--- src/rtl/id_ex_stage.sv ---
// ID/EX boundary: captures decode + bypassed operands,
// detects load-use hazards, inserts bubbles, counts them.
// Ports: clk, rst (async, active-low), id_* decode slot,
//   wb_* writeback, ex_flush; ex_* execute slot, stall,
//   stall_cnt, flush_cnt.
module id_ex_stage #(
  parameter int DATA    = 32,
  parameter int ADDRESS = 5,
  parameter int CTRL_W  = 8,
  parameter int CNT_W   = 16
) (
  input  logic               clk,
  input  logic               rst,
  input  logic               id_valid,
  input  logic [DATA-1:0]    id_pc,
  input  logic [ADDRESS-1:0] id_rs1,
  input  logic [ADDRESS-1:0] id_rs2,
  input  logic [ADDRESS-1:0] id_rd,
  input  logic [DATA-1:0]    id_rd1,
  input  logic [DATA-1:0]    id_rd2,
  input  logic [DATA-1:0]    id_imm,
  input  logic [CTRL_W-1:0]  id_ctrl,
  input  logic               id_reg_write,
  input  logic               id_mem_read,
  input  logic               wb_we,
  input  logic [ADDRESS-1:0] wb_rd,
  input  logic [DATA-1:0]    wb_wd,
  input  logic               ex_flush,
  output logic               ex_valid,
  output logic [DATA-1:0]    ex_pc,
  output logic [ADDRESS-1:0] ex_rs1,
  output logic [ADDRESS-1:0] ex_rs2,
  output logic [ADDRESS-1:0] ex_rd,
  output logic [DATA-1:0]    ex_op1,
  output logic [DATA-1:0]    ex_op2,
  output logic [DATA-1:0]    ex_imm,
  output logic [CTRL_W-1:0]  ex_ctrl,
  output logic               ex_reg_write,
  output logic               ex_mem_read,
  output logic               stall,
  output logic [CNT_W-1:0]   stall_cnt,
  output logic [CNT_W-1:0]   flush_cnt
);

  logic               valid_q;
  logic [DATA-1:0]    pc_q;
  logic [ADDRESS-1:0] rs1_q;
  logic [ADDRESS-1:0] rs2_q;
  logic [ADDRESS-1:0] rd_q;
  logic [DATA-1:0]    op1_q;
  logic [DATA-1:0]    op2_q;
  logic [DATA-1:0]    imm_q;
  logic [CTRL_W-1:0]  ctrl_q;
  logic               rw_q;
  logic               mr_q;
  logic [CNT_W-1:0]   scnt_q;
  logic [CNT_W-1:0]   fcnt_q;

  logic [DATA-1:0]    op1_d;
  logic [DATA-1:0]    op2_d;
  logic               hz;

  // Conservative: both rs fields checked regardless of use.
  assign hz = valid_q & mr_q & (rd_q != '0) & id_valid
            & ((id_rs1 == rd_q) | (id_rs2 == rd_q));
  assign stall = hz & ~ex_flush;

  // x0 forced to zero; a same-cycle write wins over
  // the stale register-file read.
  always_comb begin
    op1_d = id_rd1;
    if (id_rs1 == '0)
      op1_d = '0;
    else if (wb_we && (wb_rd == id_rs1))
      op1_d = wb_wd;
  end

  always_comb begin
    op2_d = id_rd2;
    if (id_rs2 == '0)
      op2_d = '0;
    else if (wb_we && (wb_rd == id_rs2))
      op2_d = wb_wd;
  end

  always_ff @(posedge clk or negedge rst) begin
    if (!rst) begin
      valid_q <= 1'b0;
      pc_q    <= '0;
      rs1_q   <= '0;
      rs2_q   <= '0;
      rd_q    <= '0;
      op1_q   <= '0;
      op2_q   <= '0;
      imm_q   <= '0;
      ctrl_q  <= '0;
      rw_q    <= 1'b0;
      mr_q    <= 1'b0;
      scnt_q  <= '0;
      fcnt_q  <= '0;
    end else if (ex_flush) begin
      valid_q <= 1'b0;
      ctrl_q  <= '0;
      rw_q    <= 1'b0;
      mr_q    <= 1'b0;
      if (id_valid && (fcnt_q != '1))
        fcnt_q <= fcnt_q + CNT_W'(1);
    end else if (stall) begin
      valid_q <= 1'b0;
      ctrl_q  <= '0;
      rw_q    <= 1'b0;
      mr_q    <= 1'b0;
      if (scnt_q != '1)
        scnt_q <= scnt_q + CNT_W'(1);
    end else begin
      valid_q <= id_valid;
      pc_q    <= id_pc;
      rs1_q   <= id_rs1;
      rs2_q   <= id_rs2;
      rd_q    <= id_rd;
      op1_q   <= op1_d;
      op2_q   <= op2_d;
      imm_q   <= id_imm;
      ctrl_q  <= id_ctrl;
      rw_q    <= id_reg_write & id_valid;
      mr_q    <= id_mem_read & id_valid;
    end
  end

  assign ex_valid     = valid_q;
  assign ex_pc        = pc_q;
  assign ex_rs1       = rs1_q;
  assign ex_rs2       = rs2_q;
  assign ex_rd        = rd_q;
  assign ex_op1       = op1_q;
  assign ex_op2       = op2_q;
  assign ex_imm       = imm_q;
  assign ex_ctrl      = ctrl_q;
  assign ex_reg_write = rw_q;
  assign ex_mem_read  = mr_q;
  assign stall_cnt    = scnt_q;
  assign flush_cnt    = fcnt_q;

endmodule
--- config.mk ---
export PLATFORM = sky130hd
export DESIGN_NAME = id_ex_stage
export DESIGN_NICKNAME = d
export VERILOG_FILES = /design/src/rtl/id_ex_stage.sv
export SDC_FILE = /design/constraint.sdc
export NUM_CORES = 1
export LEC_CHECK = 0
export BUFFER_PORTS_ARGS = -buffer_cell sky130_fd_sc_hd__buf_2
export CAP_MARGIN = 20
export CORE_MARGIN = 3
export CORE_UTILIZATION = 40
export DETAILED_ROUTE_END_ITERATION = 12
export GPL_TIMING_DRIVEN = 0
export MAX_ROUTING_LAYER = met4
export PLACE_DENSITY = 0.68
export SLEW_MARGIN = 25
export SYNTH_ARGS = -nofsm -noshare
export SYNTH_HDL_FRONTEND = slang
export SYNTH_SLANG_ARGS = --single-unit
--- constraint.sdc ---
create_clock -name clk -period 2.7 [get_ports clk]
set_clock_uncertainty 0.05 [all_clocks]
set_input_delay 0.135 -clock clk [delete_from_list [all_inputs] [get_ports clk]]
set_output_delay 0.135 -clock clk [all_outputs]
set_load 0.02 [all_outputs]
After elaboration in Yosys (flattened, before gate mapping)
Index checks and enable logic that the tools add are counted.

cells by class
  $add $sub $neg = 2
  equality and inequality tests = 6
  muxes and demuxes = 12
  bitwise gates (word level) = 10
  reductions and logical operators = 9

operators with widths
  kind                                            count
  two-way mux 32 bit                              4
  adder 16 x 1 -> 16 bit (second input constant)  2
  != test 16 bit (second input constant)          2
  == test 5 bit                                   4
  two-way mux 8 bit                               2
  logical NOT 5 bit                               2
  bitwise AND 1 bit                               7
  two-way mux 1 bit                               6
  nonzero test 5 bit                              1
  AND reduction 2 bit                             2
  logical AND 1 bit                               3
  AND reduction 3 bit                             1
  NOT 1 bit                                       2
  OR 1 bit                                        1

word-level totals
  register bits = 186
  bits of input ports = 195
  output and inout port bits = 187
  word-level logic and storage cells = 52

Depth between registers and ports, before layout
Gate-level depths: netlist (run 1).

  depth in word-level cells = 7
  gate-level depth with buffers = 9
  depth with buffers taken out = 7

Worst setup path before layout (run 1)
No wires, ideal clock.

  kind = register to register
  from = register rd_q[1] (netlist: ex_rd[1])
  to = register rd_q[0] (netlist: ex_rd[0])
  arrival time = 1959 ps
  required time = 2522 ps
  setup slack = 563 ps
  cell stages (with the launch flop) = 7
  buffers on the path = 2
  cells stage by stage = dfrtp_1 > or4_1 > o2111ai_1 > o21ai_2 > buf_2 > buf_6 > mux2_1

between the ends
  longest elaborated chain between the ends = 7
  elaborated cells on any way between the ends = 10
  classes of those cells = 2 x eq/ne; 6 x bitwise; 2 x reduce/logical

ends and longest elaborated chain
  what                             RTL line  source
  start, declared                  49        logic [ADDRESS-1:0] rd_q;
  start signal, assigned           120       rd_q <= id_rd;
  nonzero test 5 bit               64        assign hz = valid_q & mr_q & (rd_q != '0) & id_valid
  bitwise AND 1 bit (2 in series)  64
  bitwise AND 1 bit *              65        & ((id_rs1 == rd_q) | (id_rs2 == rd_q));
  bitwise AND 1 bit *              66        assign stall = hz & ~ex_flush;
  NOT 1 bit (no line) *            -
  AND reduction 2 bit (no line) *  -

Mark *: on every way between the ends. The rest lies on a longest branch, timed or not.
A chain may end at the register's enable or synchronous reset.

Worst setup path after layout (run 1)
  from = input port id_rs1[3]
  to = register op1_q[14] (netlist: ex_op1[14])

between the ends
  longest elaborated chain between the ends = 6
  elaborated cells on any way between the ends = 11
  classes of those cells = 2 x eq/ne; 2 x mux; 4 x bitwise; 3 x reduce/logical

ends and longest elaborated chain
  what                           RTL line  source
  start, declared                16        input logic [ADDRESS-1:0] id_rs1,
  == test 5 bit                  65
  OR 1 bit                       65
  bitwise AND 1 bit              65
  bitwise AND 1 bit              66
  NOT 1 bit (no line)            -
  AND reduction 2 bit (no line)  -
  end signal, assigned           121       op1_q <= op1_d;
  end, declared                  50        logic [DATA-1:0] op1_q;

Several ways; a longest one is shown, not always the timed one.

==> results of run 1 <==
[final timing paths]
check,startpoint,endpoint,slack [ps],cells after the start
min in group asynchronous,rst,ex_op2[24],100,2
worst max-delay path,id_rs1[3],ex_op1[14],80,10
max in group asynchronous,rst,ex_rs1[4],1770,3
worst min register to register,ex_op2[19],ex_op2[19],420,2
worst min-delay path,id_rd2[30],ex_op2[30],20,3
worst max register to register,ex_rd[0],ex_op1[19],220,9
[power breakdown]
| part | internal (mW) | switching (mW) | leakage [nW] | total (mW) |
|---|---|---|---|---|
| Combinational | 0.668 | 0.862 | 3.45 | 1.53 |
| Sequential | 3.05 | 0.176 | 2.29 | 3.23 |
| Clock | 1.21 | 1.16 | 0.257 | 2.36 |
[worst max-delay path, delay by kind of cell]
kind	cells	cell delay (ps)
buffers and inverters	5	1770
and+or+nand+nor	2	530
muxes	1	220
xor gates and xnor gates	1	140
AOI/OAI and AO/OA	1	70
[stage by stage]
stage | TNS (ps) | total power, mW | cells | setup slack [ps] | utilization
after floorplan | 0 | 3.99 | 656 | 563 | -
after global placement | -305050 | 4.60 | 1302 | -1660 | 0.527
after detailed placement | 0 | 4.64 | 1304 | 23.0 | 0.530
after CTS | 0 | 7.17 | 1470 | 2.90 | 0.625
after global routing | -6.59 | 7.44 | 1476 | -6.59 | 0.627
final | 0 | 7.12 | 1476 | 80.4 | 0.627
[layer usage]
metal  track usage  up-vias  wire length, um  part of all wire
li1              -     3416                -                 -
met1         0.307     3600            11200              0.40
met2         0.430      285            14400              0.52
met3        0.0474       50             1590             0.057
met4        0.0984        0              721             0.026
met5             -        -                0                 0
[flip-flops by register name, summed over array words and instances (netlist names)]
signal,count
ex_imm,32
ex_op1,32
ex_op2,32
ex_pc,32
flush_cnt,16
stall_cnt,16
ex_ctrl,8
ex_rd,5
ex_rs1,5
ex_rs2,5
ex_mem_read,1
ex_reg_write,1
ex_valid,1
[layout make-up]
type                       count  area [um2]  area share
tap                          265         332      0.0267
antenna                        7        17.5     0.00141
sequential                   186        4650       0.374
timing repair buffer         517        3310       0.266
clock inverter                13         109     0.00875
buffer                        41         218      0.0175
clock buffer                  19         433      0.0348
inverter                       1        3.75    0.000302
multi-input combinational    427        3360       0.270
[layout by cell type (no fill, tap or decap), types with 3 or more instances in the layout]
cell type / Yosys / final
sky130_fd_sc_hd__nor4_2: 7 / 7
sky130_fd_sc_hd__nand2_1: 78 / 78
sky130_fd_sc_hd__buf_6: 2 / 3
sky130_fd_sc_hd__xnor2_1: 11 / 11
sky130_fd_sc_hd__buf_2: 29 / 404
sky130_fd_sc_hd__and4_1: 3 / 3
sky130_fd_sc_hd__clkbuf_1: 11 / 12
sky130_fd_sc_hd__clkinvlp_4: 0 / 4
sky130_fd_sc_hd__o31ai_1: 64 / 64
sky130_fd_sc_hd__nor2_1: 14 / 14
sky130_fd_sc_hd__nor3_1: 9 / 9
sky130_fd_sc_hd__or4_1: 3 / 3
sky130_fd_sc_hd__clkbuf_4: 0 / 3
sky130_fd_sc_hd__clkbuf_16: 0 / 17
sky130_fd_sc_hd__nand3_1: 14 / 14
sky130_fd_sc_hd__inv_6: 0 / 4
sky130_fd_sc_hd__nand4_1: 6 / 6
sky130_fd_sc_hd__dlygate4sd3_1: 0 / 134
sky130_fd_sc_hd__mux2_1: 7 / 7
sky130_fd_sc_hd__diode_2: 0 / 7
sky130_fd_sc_hd__dfrtp_1: 186 / 186
sky130_fd_sc_hd__inv_8: 0 / 3
sky130_fd_sc_hd__mux2_2: 76 / 76
sky130_fd_sc_hd__and3_1: 15 / 15
sky130_fd_sc_hd__mux2i_1: 64 / 64
sky130_fd_sc_hd__xor2_1: 37 / 37
sky130_fd_sc_hd__nor4_1: 3 / 3
[repair_timing]
item,in CTS,in global routing
endpoints found under the hold margin,311,0
cloned,0,0
endpoints found under the setup margin,1,8
hold buffers,134,0
pin swaps,0,0
gates resized for setup,2,7
[kinds of logic (layout without fill, tap and decap cells)]
logic type               after synthesis  after routing  share of synthesized area
XOR/XNOR                              48             48                     0.0512
multiplexers                         147            147                      0.192
AO/OA/AOI/OAI                         69             69                     0.0632
flip-flops                           186            186                      0.567
adder cells (fa/ha/maj)                2              2                    0.00305
other                                  0              7                          0
AND/OR/NAND/NOR                      161            161                     0.0981
buffers and inverters                 43            591                     0.0259
==> results_dict.tcl, run 1 <==
set metrics [dict create \
    routed_wl_um 27900 \
    nets 1388 \
    drt_drc_violations_left 0 \
    yosys.cell_count.top_type "sky130_fd_sc_hd__dfrtp_1" \
    grt_start_max_net_pins 92 \
    fillCellCount 1608 \
    num_vias 7351 \
    die_w_um 149 \
    number_of_flops_mapped_to_enable_cells_by_yosys 0 \
    gp_congestion 0.911 \
    fmaxAchievable_mhz 382 \
    clock_tree_from_tritoncts "yes" \
    num_io_pins 382 \
    clkSlewWorstSetupHoldPaths_ps 70 \
    clock_sinks 186 \
    timing_worst_setup_path_type "input pin to flop" \
    worst_skew_pair.late_latency_ps 430 \
    worst_hold_slack_ps 17.0 \
    post_cts_buffers 0 \
    drt-wirelength-per-cell_um 18.9 \
    fin_area_um2 12400 \
    grt_setup_unrepaired "yes" \
    crit_arrival_ps 2860 \
    tightest_slew_ps 691 \
    critPathMaxFanout 10 \
    antenna_violating_nets_post_route 0 \
    detailedRoute.firstIterationViolations 288 \
    ys.warnings.count 0 \
    detailed_router_iteration_count_before_antenna_repair 5 \
    netlist.area_leader.share 0.567 \
    fp.coreArea_um2 19800 \
    cts_root_buffer "sky130_fd_sc_hd__clkbuf_16" \
    power_leakage_nw 5.99 \
    critical_path.slowest_cell "sky130_fd_sc_hd__dlygate4sd3_1" \
    io_buffer_count 381 \
    timing.critical_path.from_type "input pin" \
    slew_viol_final 0 \
    grt.overflow.total 0 \
    crit_path_end_kind "flop" \
    layout-drive-gt1-share 0.440 \
    via_count_of_the_first_global_routing_pass 7865 \
    gr-usage-all-layers 0.255 \
    initial_core_util 0.414 \
    synth-main-ff-cell "sky130_fd_sc_hd__dfrtp_1" \
    netlist.top_cell.by_area "sky130_fd_sc_hd__dfrtp_1" \
    floorplan_row_count 51 \
    async_flop_share 1.00 \
    crit_path_max_incr_delay_ps 580 \
    timing.final.crit_period_ps 2620 \
    power.density_cell_area_nw_per_um2 572 \
    cp.required_ps 2940 \
    maxCapViolCount 0 \
    post_synth_num_cell_types 33 \
    most_frequent_cells_after_synthesis "186 x sky130_fd_sc_hd__dfrtp_1, 78 x sky130_fd_sc_hd__nand2_1, 76 x sky130_fd_sc_hd__mux2_2" \
    cts_htree_levels 4 \
    syn-cell-area_um2 8210 \
    syn-mean-instance-area_um2 12.5 \
    status "finished, final reports clean" \
    antenna_found_initial 7 \
    clock_buffer_depth 2 \
    setup_violations 0 \
    detailed_place.area_um2 10500 \
    syn-instance-count 656 \
    synth.net_count 853 \
    cts_made_buffers 17 \
    timing_hold_violations_final 0 \
    yosys_register_bits 186 \
    ir_drop_v 0.000413 \
    vias_per_cell 4.98 \
    worstHoldPathType "input pin to flop" \
    synth_sequential_area_ratio 0.567 \
    die_area_um2 22300 \
    grt_first_pass_wirelength_um 43100 \
    relSlewSlack 0.537 \
    crit_path_cell_trace "dlygate4sd3_1, buf_2, xor2_1, nor4_1, and3_1, buf_2, clkbuf_4, mux2i_1, dlygate4sd3_1, o31ai_1" \
    synth_area_leaders "sky130_fd_sc_hd__dfrtp_1 57%, sky130_fd_sc_hd__mux2_2 10%, sky130_fd_sc_hd__mux2i_1 7.8%" \
    final_min_period_over_clock_period 0.970 \
    place.detailed.hpwl_um 20000 \
    chipHeight_um 149 \
    area_growth_syn_to_layout_pct 51.5 \
]
Power figures use the tool's default switching activity.
==> inputs of run 2 (changes only) <==
==> constraint.sdc (replaced) <==
create_clock -name clk -period 3.3 [get_ports clk]
set_clock_uncertainty 0.05 [all_clocks]
set_input_delay 0.165 -clock clk [delete_from_list [all_inputs] [get_ports clk]]
set_output_delay 0.165 -clock clk [all_outputs]
set_load 0.02 [all_outputs]
==> run 2 against run 1 <==
- design area is 4.3% lower
- sequential cell count stayed put
- critical path depth is 3 lower
- critical endpoint is now stall
==> results_dict.tcl, run 2 (synthesis gave the netlist of run 1 again) <==
set metrics [dict create \
    floorplan_row_count 51 \
    antenna_found_initial 7 \
    power.combinational.fraction 0.207 \
    grt_start_max_net_pins 92 \
    layout.core_utilization 0.600 \
    initial_core_util 0.414 \
    drt_drc_violations_left 0 \
    die_w_um 149 \
    final_total_pwr_mw 5.75 \
    nets 1337 \
    final_min_period_over_clock_period 0.823 \
    fin_area_um2 11900 \
    detailed_router_iteration_count_before_antenna_repair 4 \
    cts_made_buffers 17 \
    via_count_of_the_first_global_routing_pass 7489 \
    worstHoldPathCells 2 \
    dp.cells 1304 \
    timing_worst_setup_path_type "flop to primary output" \
    clockPowerShare 0.334 \
    fp.coreArea_um2 19800 \
    clock_sinks 186 \
    cts_resizes 0 \
    num_io_pins 382 \
    antenna_violating_nets_post_route 0 \
    vias_per_cell 4.99 \
    critical-path-top-cell-by-count "sky130_fd_sc_hd__buf_2" \
    power.density_cell_area_nw_per_um2 483 \
    timing.critical_path.from_type "flop" \
    crit_path_max_incr_delay_ps 550 \
    place.detailed.hpwl_um 20000 \
    critPathMaxFanout 10 \
    net_switching_power_mw 1.76 \
    io_buffer_count 381 \
    power.internal_mw 3.99 \
    num_vias 7109 \
    layout-drive-gt1-share 0.460 \
    cts_htree_levels 4 \
    clock_tree_from_tritoncts "yes" \
    clkSlewWorstSetupHoldPaths_ps 60 \
    detailedRoute.firstIterationViolations 289 \
    die_area_um2 22300 \
    ir_drop_v 0.000338 \
    cts_root_buffer "sky130_fd_sc_hd__clkbuf_16" \
    power_leakage_nw 5.78 \
    fmaxAchievable_mhz 368 \
    clock_buffer_depth 2 \
    routed_wl_um 26700 \
    leading_cell_type_in_the_layout_fill_and_taps_excluded "sky130_fd_sc_hd__buf_2" \
    path_delay_family "simple AND/OR/NAND/NOR gates" \
    drt-wirelength-per-cell_um 18.7 \
    gp_congestion 0.911 \
    buf_inv_stages_crit_path 3 \
    post_layout_nonfiller_instances 1426 \
    relSlewSlack 0.533 \
    status "finished, final reports clean" \
    crit_cells 7 \
    detailed_place.area_um2 10500 \
    cp.required_ps 3080 \
    grt_setup_unrepaired "no" \
    grt_first_pass_wirelength_um 41200 \
    chipHeight_um 149 \
    worst_skew_pair.late_latency_ps 430 \
    maxCapViolCount 0 \
    switching_part_of_the_total_power 0.307 \
    area_growth_syn_to_layout_pct 44.9 \
    setup_violations 0 \
    grt.overflow.total 0 \
    crit_arrival_ps 2500 \
    crit_path_cell_trace "or4_1, o2111ai_1, or2_1, buf_2, buf_2, nor2_1, buf_2" \
    tightest_slew_ps 697 \
    worstHoldPathType "input pin to flop" \
    crit_path_end_kind "primary output" \
    layout.cells.most_common_list "409 x sky130_fd_sc_hd__buf_2, 186 x sky130_fd_sc_hd__dfrtp_1, 82 x sky130_fd_sc_hd__dlygate4sd3_1" \
    gr-usage-all-layers 0.245 \
    seq_pwr_share 0.458 \
    timing_hold_violations_final 0 \
    worstRegToRegCells 8 \
    timing.final.crit_period_ps 2720 \
    slew_viol_final 0 \
    critical_path.slowest_cell "sky130_fd_sc_hd__or4_1" \
]
## run 2: area by class of cell
type / count / area [um2]
antenna: 8 / 20.0
buffer: 42 / 209
clock buffer: 19 / 433
clock inverter: 13 / 109
fill: 1689 / 7950
inverter: 1 / 3.75
multi-input combinational: 427 / 3350
sequential: 186 / 4650
tap: 265 / 332
timing repair buffer: 465 / 2790
## run 2: stage by stage
stage	hold slack [ps]	setup TNS, ps	setup slack [ps]
CTS	0.432	0	563
global route	2.41	0	427
global placement	323	-199030	-1090
finish	8.27	0	584
detailed placement	-18.8	0	623
floorplan	-181	0	1160
## run 2: worst register-to-register path: stages (launching register included)
cell	delay, ps
sky130_fd_sc_hd__dfrtp_1	470
sky130_fd_sc_hd__xor2_1	200
sky130_fd_sc_hd__nor3_1	170
sky130_fd_sc_hd__a22oi_1	150
sky130_fd_sc_hd__o21ai_2	550
sky130_fd_sc_hd__buf_2	310
sky130_fd_sc_hd__clkbuf_1	420
sky130_fd_sc_hd__nand2_1	130
sky130_fd_sc_hd__o31ai_1	80
## run 2: what timing repair did
item,in CTS,in global routing
hold endpoints to repair,267,0
hold buffers,82,0
buffers inserted,0,0
## run 2: power by group through the flow
stage	Combinational [mW]	Clock [mW]	Sequential (mW)
CTS	1.20	1.98	2.63
finish	1.19	1.92	2.64
floorplan	0.323	0	2.94
global route	1.29	2.06	2.66
detailed placement	1.12	0	2.67
global placement	1.10	0	2.67
## run 2: metal layers
metal / track usage / part of all wire
met1: 0.298 / 0.41
met2: 0.405 / 0.50
met3: 0.0501 / 0.062
met4: 0.0934 / 0.028
met5: - / 0
## run 2: worst paths after layout
kind,start,endpoint,slack [ps]
setup / recovery,ex_rd[2],stall,580
hold / removal,id_rs2[0],ex_rs2[0],8
setup reg to reg,ex_rd[0],ex_op2[10],690
hold reg to reg,ex_op2[19],ex_op2[19],420
max in group asynchronous,rst,ex_rs1[4],2310
min in group asynchronous,rst,ex_pc[11],140
